File: config.mk
export PLATFORM = sky130hd
export DESIGN_NAME = change_dispenser_seq
export DESIGN_NICKNAME = d
export VERILOG_FILES = /design/src/rtl/change_dispenser_seq.sv
export SDC_FILE = /design/constraint.sdc
export NUM_CORES = 1
export LEC_CHECK = 0
export ABC_AREA = 1
export CAP_MARGIN = 20
export CORE_MARGIN = 5
export CORE_UTILIZATION = 41
export DETAILED_ROUTE_END_ITERATION = 10
export PLACE_DENSITY = 0.71
export SLEW_MARGIN = 0
export SYNTH_ARGS = -nofsm -noshare
export SYNTH_HDL_FRONTEND = slang
export SYNTH_SLANG_ARGS = --single-unit
File: constraint.sdc
create_clock -name clk -period 2.87 [get_ports clk]
set_clock_uncertainty 0.05 [all_clocks]
set_input_delay 0.574 -clock clk [delete_from_list [all_inputs] [get_ports clk]]
set_output_delay 0.574 -clock clk [all_outputs]
set_load 0.01 [all_outputs]
File: src/rtl/change_dispenser_seq.sv
// change_dispenser_seq
// Sequential greedy change splitter. A request carries an amount in cents; the
// block takes one coin (or steps to the next denomination) per clock and returns
// per-denomination counts, the undispensable remainder and an exact flag.
// Optional feature macro: CHG_INVENTORY_EN adds per-denomination stock counters
// that limit how many coins of each kind may be taken and are debited on delivery.
module change_dispenser_seq #(
  parameter int AMT_W = 14,
  parameter int CNT_W = 4,
  parameter int DEN0  = 100,
  parameter int DEN1  = 25,
  parameter int DEN2  = 10,
  parameter int DEN3  = 5
`ifdef CHG_INVENTORY_EN
  ,
  parameter int INV_W = 8
`endif
) (
  input  logic               clk,
  input  logic               rst_n,
  input  logic               in_valid,
  output logic               in_ready,
  input  logic [AMT_W-1:0]   in_amount,
  output logic               out_valid,
  input  logic               out_ready,
  output logic [4*CNT_W-1:0] out_coins,
  output logic [AMT_W-1:0]   out_rem,
  output logic               out_exact,
  output logic               busy
`ifdef CHG_INVENTORY_EN
  ,
  input  logic               inv_wr,
  input  logic [1:0]         inv_sel,
  input  logic [INV_W-1:0]   inv_data,
  output logic [4*INV_W-1:0] inv_level
`endif
);

  typedef enum logic [1:0] {
    ST_IDLE = 2'd0,
    ST_CALC = 2'd1,
    ST_DONE = 2'd2
  } state_t;

  localparam logic [CNT_W-1:0] CNT_MAX = {CNT_W{1'b1}};

  // Denomination value selected by index, largest first.
  function automatic logic [AMT_W-1:0] den_of(input logic [1:0] i);
    case (i)
      2'd0:    den_of = AMT_W'(DEN0);
      2'd1:    den_of = AMT_W'(DEN1);
      2'd2:    den_of = AMT_W'(DEN2);
      default: den_of = AMT_W'(DEN3);
    endcase
  endfunction

  state_t           state_r, state_nxt_s;
  logic [AMT_W-1:0] rem_r;
  logic [CNT_W-1:0] cnt_r [4];
  logic [1:0]       idx_r;
  logic             exact_r;

  logic [AMT_W-1:0] den_s;
  logic [CNT_W-1:0] cnt_cur_s;
  logic             stock_ok_s;
  logic             can_take_s;
  logic             accept_s;
  logic             take_s;
  logic             step_s;
  logic             release_s;

`ifdef CHG_INVENTORY_EN
  logic [INV_W-1:0] inv_r [4];
`endif

  assign den_s     = den_of(idx_r);
  assign cnt_cur_s = cnt_r[idx_r];
`ifdef CHG_INVENTORY_EN
  assign stock_ok_s = (32'(cnt_cur_s) < 32'(inv_r[idx_r]));
`else
  assign stock_ok_s = 1'b1;
`endif
  assign can_take_s = (rem_r >= den_s) && (cnt_cur_s != CNT_MAX) && stock_ok_s;

  // State register.
  always_ff @(posedge clk or negedge rst_n) begin
    if (!rst_n) begin
      state_r <= ST_IDLE;
    end else begin
      state_r <= state_nxt_s;
    end
  end

  // Next-state decode and per-cycle datapath strobes.
  always_comb begin
    state_nxt_s = state_r;
    accept_s    = 1'b0;
    take_s      = 1'b0;
    step_s      = 1'b0;
    release_s   = 1'b0;
    case (state_r)
      ST_IDLE: begin
        if (in_valid) begin
          accept_s    = 1'b1;
          state_nxt_s = ST_CALC;
        end else begin
          state_nxt_s = ST_IDLE;
        end
      end
      ST_CALC: begin
        if (can_take_s) begin
          take_s = 1'b1;
        end else begin
          step_s = 1'b1;
          if (idx_r == 2'd3) begin
            state_nxt_s = ST_DONE;
          end else begin
            state_nxt_s = ST_CALC;
          end
        end
      end
      ST_DONE: begin
        if (out_ready) begin
          release_s   = 1'b1;
          state_nxt_s = ST_IDLE;
        end else begin
          state_nxt_s = ST_DONE;
        end
      end
      default: begin
        state_nxt_s = ST_IDLE;
      end
    endcase
  end

  // Working remainder, counts and denomination index; they double as the result.
  always_ff @(posedge clk or negedge rst_n) begin
    if (!rst_n) begin
      rem_r   <= '0;
      idx_r   <= 2'd0;
      exact_r <= 1'b0;
      for (int i = 0; i < 4; i++) cnt_r[i] <= '0;
    end else if (accept_s) begin
      rem_r   <= in_amount;
      idx_r   <= 2'd0;
      exact_r <= 1'b0;
      for (int i = 0; i < 4; i++) cnt_r[i] <= '0;
    end else if (take_s) begin
      rem_r        <= rem_r - den_s;
      cnt_r[idx_r] <= cnt_cur_s + {{(CNT_W-1){1'b0}}, 1'b1};
    end else if (step_s) begin
      idx_r <= idx_r + 2'd1;
      if (idx_r == 2'd3) begin
        exact_r <= (rem_r == '0);
      end
    end
  end

`ifdef CHG_INVENTORY_EN
  // Stock counters: host writes win over the debit applied when a result is taken.
  always_ff @(posedge clk or negedge rst_n) begin
    if (!rst_n) begin
      for (int i = 0; i < 4; i++) inv_r[i] <= '0;
    end else begin
      for (int i = 0; i < 4; i++) begin
        if (inv_wr && (inv_sel == 2'(i))) begin
          inv_r[i] <= inv_data;
        end else if (release_s) begin
          if (32'(inv_r[i]) >= 32'(cnt_r[i])) begin
            inv_r[i] <= inv_r[i] - INV_W'(cnt_r[i]);
          end else begin
            inv_r[i] <= '0;
          end
        end
      end
    end
  end

  assign inv_level = {inv_r[0], inv_r[1], inv_r[2], inv_r[3]};
`endif

  assign in_ready  = (state_r == ST_IDLE);
  assign busy      = (state_r != ST_IDLE);
  assign out_valid = (state_r == ST_DONE);
  assign out_coins = {cnt_r[0], cnt_r[1], cnt_r[2], cnt_r[3]};
  assign out_rem   = rem_r;
  assign out_exact = exact_r;

endmodule

[Yosys cells after proc, flatten, opt, wreduce, memory -nomap -nowiden]
Cells that the tools add are included.
Word-level totals
  register bits after elaboration: 35
  input bits: 18
  output and inout bits: 34
Operators by class
  add/subtract/negate cells: 3
  order comparisons: 3
  eq/ne operators: 8
  mux-type cells: 29
  bitwise operators: 1
  reduce and logical (&&, ||, !) cells: 11
Operator list (count)
  $mux 16: 2
  $mux 14: 2
  $pmux 7 s3: 1
  $bwmux 16: 1
  $ge 14x14->1: 1
  $logic_not 14->1: 1
  $sub 14x7->14: 1
  $mux 2: 6
  $mux 4: 3
  $mux 1: 11
  $bmux 4 s2: 1
  $demux 4 s2: 1
  $reduce_bool 2->1: 4
  $eq 2x2->1 const B: 3
  $pmux 2 s3: 1
  $add 4x1->4 const B: 1
  $eq 2x1->1 const B: 2
  $logic_not 2->1: 2
  $ne 2x2->1 const B: 2
  $ne 4x4->1 const B: 1
  $ge 3x3->1 const B: 1
  $lt 3x1->1 const B: 1
  $not 2->3: 1
  $reduce_and 3->1: 1
  3 further kinds: 4

[Logic depth before layout (Yosys ltp)]
Gate-level depths: netlist of run 1.
  depth after elaboration: 11
  depth in mapped cells: 18
  depth with buffers taken out: 17

[Worst setup path before layout of run 1]
Ideal clock, no wire load.
  kind: register to register
  start: register idx_r[1]
  end: register rem_r[6] (netlist: out_rem[6])
  arrival: 2.402 ns
  required time: 2.701 ns
  path slack: 0.299 ns
  stages on the path, launching flop included: 18
  path buffers: 1
  clock period less this slack: 2.571 ns
  cell sequence: dfrtp_1 > inv_2 > ha_1 > inv_1 > nand2_1 > ha_1 > fa_1 > inv_1 > nand3_1 > nand2_1 > a21oi_1 > nand2_1 > nand3_4 > nand2_2 > inv_2 > buf_6 > nand2_1 > nand2_1
Between the ends
  cells in the longest elaborated chain, start to end: 9
Ends and longest elaborated chain
  from (decl): line 60  | logic [1:0] idx_r;
  from (signal assigned): line 152  | idx_r <= idx_r + 2'd1;
  branches (longest 9 deep; another with $ge 14x14->1)
  to (signal assigned): line 144  | rem_r <= in_amount;
  to (signal assigned): line 149  | rem_r <= rem_r - den_s;
  to (decl): line 58  | logic [AMT_W-1:0] rem_r;
Parallel ways; which one is timed is not known. The select of a mux whose other input is x is not followed.
A chain may end at the register's enable or synchronous reset.

[Worst setup path in the final report of run 1]
  start: register idx_r[0]
  end: register cnt_r, in the netlist out_coins[0]
Between the ends
  cells in the longest elaborated chain, start to end: 9
Ends and longest elaborated chain
  branches (longest 9 deep; another with $ge 14x14->1)
  to (signal, indexed assignment): line 150  | cnt_r[idx_r] <= cnt_cur_s + {{(CNT_W-1){1'b0}}, 1'b1};
  to (decl): line 59  | logic [CNT_W-1:0] cnt_r [4];
Parallel ways; which one is timed is not known. The select of a mux whose other input is x is not followed.

==> results.yml, run 1 <==
run_status:
  status: "completed"
critical_path:
  arrival_ns: 2.85
  r2r_start: "idx_r[0]"
  end_kind: "register"
  crit_type: "register to register"
  startpoint: "idx_r[0]"
  worst-path-max-fanout: 7
  crit_required_ns: 3.00
  start_kind: "register"
global_route:
  grt_max_degree: 36
  first_global_vias: 2520
  antenna_found_initial: 0
  grtUsageTotal_pct: 19.1
  grt_overflow: 0
  grt_pass1_wl_mm: 11.8
yosys:
  ys_top_cells_by_area: "dfrtp_1 (34%), nand2_1 (20%), nand3_1 (9.6%)"
  avgSynthCellArea_sq_um: 6.73
  yosysWarnings: 0
  synth-main-ff-cell: "dfrtp_1"
  yosysTopAreaCell: "dfrtp_1"
  async_flop_share_pct: 100
  ys_types: 30
  synth_top_area_share_pct: 33.7
  syn_area_sq_um: 2600
  syn_nets: 418
  yosysSeqAreaShare_pct: 33.7
  synth_edf_count: 0
  synth-seq-cells: 35
  synthCells: 386
power_and_ir_drop:
  p_total_mw: 5.09
  p_leak_nw: 1.75
  powerDensity_nw_per_um2: 1480
  vdd_drop_max_v: 0.000484
sta:
  relSlewSlack_pct: 59.8
  worstMarginPinSlew_ns: 0.602
  fmaxAchievable_mhz: 368
  period_needed_ns: 2.72
  hold_viol: 0
  finalMaxSlewViolations: 0
  finalSetupViolCount: 0
  post-route-period-util_pct: 94.6
  finalWorstSetupSlack_ns: 0.154
cells_and_area:
  layout_common_cells: "nand2_1 (133), clkdlybuf4s50_1 (51), nand3_1 (47)"
  drive_gt1_share_pct: 13.1
  areaGrowthSynthToFinish_pct: 32.5
  antennaDiodeCount: 0
  layout_commonest_cell: "nand2_1"
  final_nets: 483
route:
  vias_per_cell: 5.03
  vias: 2661
  wl_mm: 7.32
  postRouteAntennaNets: 0
  drc: 0
  wl_per_cell_um: 13.8
  dr.first_iter.drc_count: 196
  dr.pass1.iters: 5
die:
  coreArea_sq_um: 6240
  start_util_pct: 41.6
  die_w_um: 89.6
  fp.dieArea_sq_um: 8030
  die_y_um: 89.6
  num_rows: 29
  num_io_pins: 52
clock_network:
  path_clk_slew_ns: 0.08
  cts_buffers: 5
  clkLatencyLatePin_ns: 0.30
  cts_root_buf: "clkbuf_8"
  cts_tree: "yes"
  h-tree-depth: 2
  clkSinkCount: 35
  clock_path_buffers: 2
run:
  cap_violations: 0
place:
  numPortBuffers: 51
  gp_congestion: 0.961
  dp_slack_ns: 0.104
  place.detailed.hpwl_mm: 5.40
min_path:
  hold_path_class: "register to register"
  min_from: "out_exact"
-- worst paths after layout --
kind	endpoint	slack, ns	depth (start not counted)
setup / recovery	out_coins[0]	0.15	15
hold / removal	out_exact	0.48	2
setup reg to reg	out_coins[0]	0.15	15
hold reg to reg	out_exact	0.48	2
max in group asynchronous	idx_r[0]	1.77	2
min in group asynchronous	out_rem[11]	0.64	2
-- power breakdown --
part | internal (mW) | total, mW | leakage (nW) | switching (mW)
combinational | 1.48 | 3.54 | 1.26 | 2.05
sequential | 0.760 | 1.01 | 0.425 | 0.252
clock | 0.348 | 0.545 | 0.0654 | 0.197
-- through the flow --
stage	setup TNS, ns	util (%)	instance area (sq um)	std cells	hold WS, ns
CTS	0	53.4	3330	522	0.475
global route	-0.0545	55.1	3440	529	0.499
floorplan	0	-	2600	386	0.228
finish	0	55.1	3440	529	0.476
global placement	0	51.3	3200	514	0.459
detailed placement	0	51.3	3200	514	0.451
-- metal layers --
metal / up-vias / global-route usage [%] / part of all wire, %
met5: - / 0 / 0
met4: 0 / 5.95 / 2.0
met3: 13 / 3.92 / 5.8
met2: 94 / 30.6 / 46
met1: 1215 / 25.8 / 46
li1: 1339 / - / -
-- kinds of logic after synthesis --
kind of cell / count (synthesis) / share of synthesized area [%]
xor+xnor: 7 / 2.36
fa+ha+maj: 14 / 7.03
buf+inv: 56 / 9.68
simple gates: 256 / 43.3
flops: 35 / 33.7
compound gates: 18 / 3.95
-- synthesized netlist by cell type (all sizes together) (2+ instances only) --
cell      n
nand4     3
nand3    54
nor2     51
nand2   143
dfrtp    35
o21ai    10
nand3b    2
inv      47
a21oi     5
xor2      5
buf       6
xnor2     2
nor3      2
ha       13
clkbuf    3
-- layout make-up --
| type | instances | area (sq um) |
|---|---|---|
| flip-flops and latches | 35 | 877 |
| clock buffers | 6 | 72.6 |
| repair buffers | 67 | 631 |
| clock inverters | 2 | 60.1 |
| fillers | 620 | 2800 |
| well taps | 77 | 96.3 |
| multi-input cells | 295 | 1530 |
| inverters | 47 | 179 |
-- flip-flops by register name, summed over array words and instances, names as in the netlist --
| register | count |
|---|---|
| idx_r | 2 |
| out_coins | 16 |
| out_exact | 1 |
| out_rem | 14 |
| state_r | 2 |
-- timing repair --
item,CTS,global route
hold buffers,0,0
endpoints found under the setup margin,0,31
resized for setup,0,14
setup buffers,0,7
endpoints found under the hold margin,0,0
-- worst max-delay path, stage by stage, from the launching register on --
cell and delay, ns:
dfrtp_2 0.44, ha_1 0.24, inv_1 0.11, nand2_1 0.07, ha_1 0.20, fa_2 0.36
inv_1 0.06, nand3_1 0.08, nand2_2 0.12, nand2_1 0.10, nand2_1 0.10, nor2_1 0.08
nor2_4 0.31, nand2_2 0.13, nand3_1 0.08, o21ai_0 0.08
(Power assumes the default switching activity.)
==> run 2, diff against run 1 <==
- CORE_MARGIN: 5 -> unset
- RECOVER_POWER: unset -> 100
==> results.yml, run 2 (synthesized netlist as in run 1, its figures left out) <==
route:
  wl_per_cell_um: 13.3
  wl_met3_um: 425
  wl_met1_mm: 3.31
  dr.first_iter.drc_count: 234
  highest_layer: "met4"
  drc: 0
  dr.pass1.iters: 4
  route.met2.wl_mm: 3.13
  vias: 2692
  postRouteAntennaNets: 0
  vias_per_cell: 5.12
  wl_mm: 7.00
cells_and_area:
  nFillCells: 585
  final_nets: 482
  antennaDiodeCount: 0
  regArea_sq_um: 877
  drive_gt1_share_pct: 12.6
  layout_common_cells: "nand2_1 (134), nand3_1 (47), nor2_1 (44)"
  multi_input_area_sq_um: 1490
  areaGrowthSynthToFinish_pct: 30.3
  design_area_sq_um: 3390
  largest_register_ff_count: 16
  layout_commonest_cell: "nand2_1"
  fin_util_pct: 56.2
sta:
  hold_ws_ns: 0.472
  relSlewSlack_pct: 38.9
  period_needed_ns: 2.68
  finalSetupViolCount: 0
  fmaxAchievable_mhz: 373
  finalMaxSlewViolations: 0
  worstMarginPinSlew_ns: 0.917
  hold_viol: 0
  post-route-period-util_pct: 93.5
  totalNegativeSetupSlack_ns: 0
  rsz0062_at_grt: "no"
die:
  start_util_pct: 43.1
  die_w_um: 81.6
  num_io_pins: 52
  fp.dieArea_sq_um: 6660
  num_rows: 28
  coreArea_sq_um: 6030
  die_y_um: 81.6
clock_network:
  cts_root_buf: "clkbuf_8"
  clock_path_buffers: 2
  h-tree-depth: 2
  path_clk_slew_ns: 0.08
  cts_tree: "yes"
  clkSinkCount: 35
  clkLatencyLatePin_ns: 0.30
  cts_buffers: 5
critical_path:
  worst-path-max-fanout: 7
  crit_type: "register to register"
  r2r_slack_ns: 0.19
  slowest_delay_ns: 0.42
  start_kind: "register"
  path_buf_inv: 4
  crit_slowest_cell: "dfrtp_1"
  arrival_ns: 2.83
  crit_required_ns: 3.01
  crit_chain: "clkbuf_4, ha_1, inv_2, nand2_1, ha_1, fa_2, inv_1, nand3_1, nand2_2, nand2_1, nand2_1, nor2_1, nor2_4, buf_12, nand3_2, nand3_1, nand2_1"
  path_delay_family: "simple AND/OR/NAND/NOR gates"
  end_kind: "register"
  cp_common_cell: "nand2_1"
power_and_ir_drop:
  p_total_mw: 4.80
  vdd_drop_max_v: 0.000559
  powerDensity_nw_per_um2: 1420
  p_leak_nw: 1.78
global_route:
  grt_max_degree: 36
  grt_pass1_wl_mm: 11.8
  grt_overflow: 0
  antenna_found_initial: 0
  grtUsageTotal_pct: 23.4
  first_global_vias: 2455
place:
  gp_congestion: 0.893
  place.detailed.hpwl_mm: 5.21
  placed_area_sq_um: 3190
  numPortBuffers: 51
min_path:
  hold_path_class: "register to register"
run:
  cap_violations: 0
run_status:
  status: "completed"
run 2: cell types whose count changed in the layout (fill, tap and decap cells not counted), sizes merged:
cell	previous run	this run
clkinv	0	2
dlygate4sd3	0	35
clkdlybuf4s50	51	16
buf	16	12
clkbuf	6	8
bufinv	2	1
run 2: layout make-up:
type,count,share of cell area (%)
multi-input cells,295,44.0
flip-flops and latches,35,25.9
repair buffers,66,18.7
inverters,47,5.28
well taps,75,2.77
clock buffers,5,2.03
clock inverters,3,1.29
run 2: per-stage QoR:
step	instances	worst slack [ns]
floorplan	386	0.299
global placement	511	0.149
detailed placement	511	0.0516
CTS	519	0.0150
global route	526	0.00984
finish	526	0.187
run 2: worst min-delay path: stages, from the launching register on:
cell and delay, ns:
dfrtp_1 0.35, o21ai_0 0.09, inv_1 0.05
run 2: where the power goes:
part	internal [mW]	total, mW	switching [mW]	leakage (nW)
logic	1.38	3.33	1.95	1.30
registers	0.759	1.01	0.252	0.425
clock network	0.259	0.464	0.205	0.0581
run 2: final timing paths:
| check | from | end | cells past startpoint |
|---|---|---|---|
| min reg2reg | out_exact | out_exact | 2 |
| min in group asynchronous | rst_n | out_rem[10] | 2 |
| max in group asynchronous | rst_n | idx_r[0] | 2 |
| min | out_exact | out_exact | 2 |
| max | idx_r[1] | out_coins[6] | 17 |
| max reg2reg | idx_r[1] | out_coins[6] | 17 |
run 2: repair_timing:
action,CTS,global route
hold buffers,0,0
setup buffers,0,7
endpoints found under the setup margin,0,31
resized for setup,0,11
run 2: metal layers:
layer  track usage (%)  up-vias
met5                 0        -
met4              7.19        0
met3              4.00       10
met2              36.4       90
met1              32.9     1257
li1                  -     1335
==> run 3, diff against run 2 <==
- TNS_END_PERCENT: unset -> 30
==> results of run 3 <==
Same layout as run 2: the final DEF is identical, and so are final timing and power.
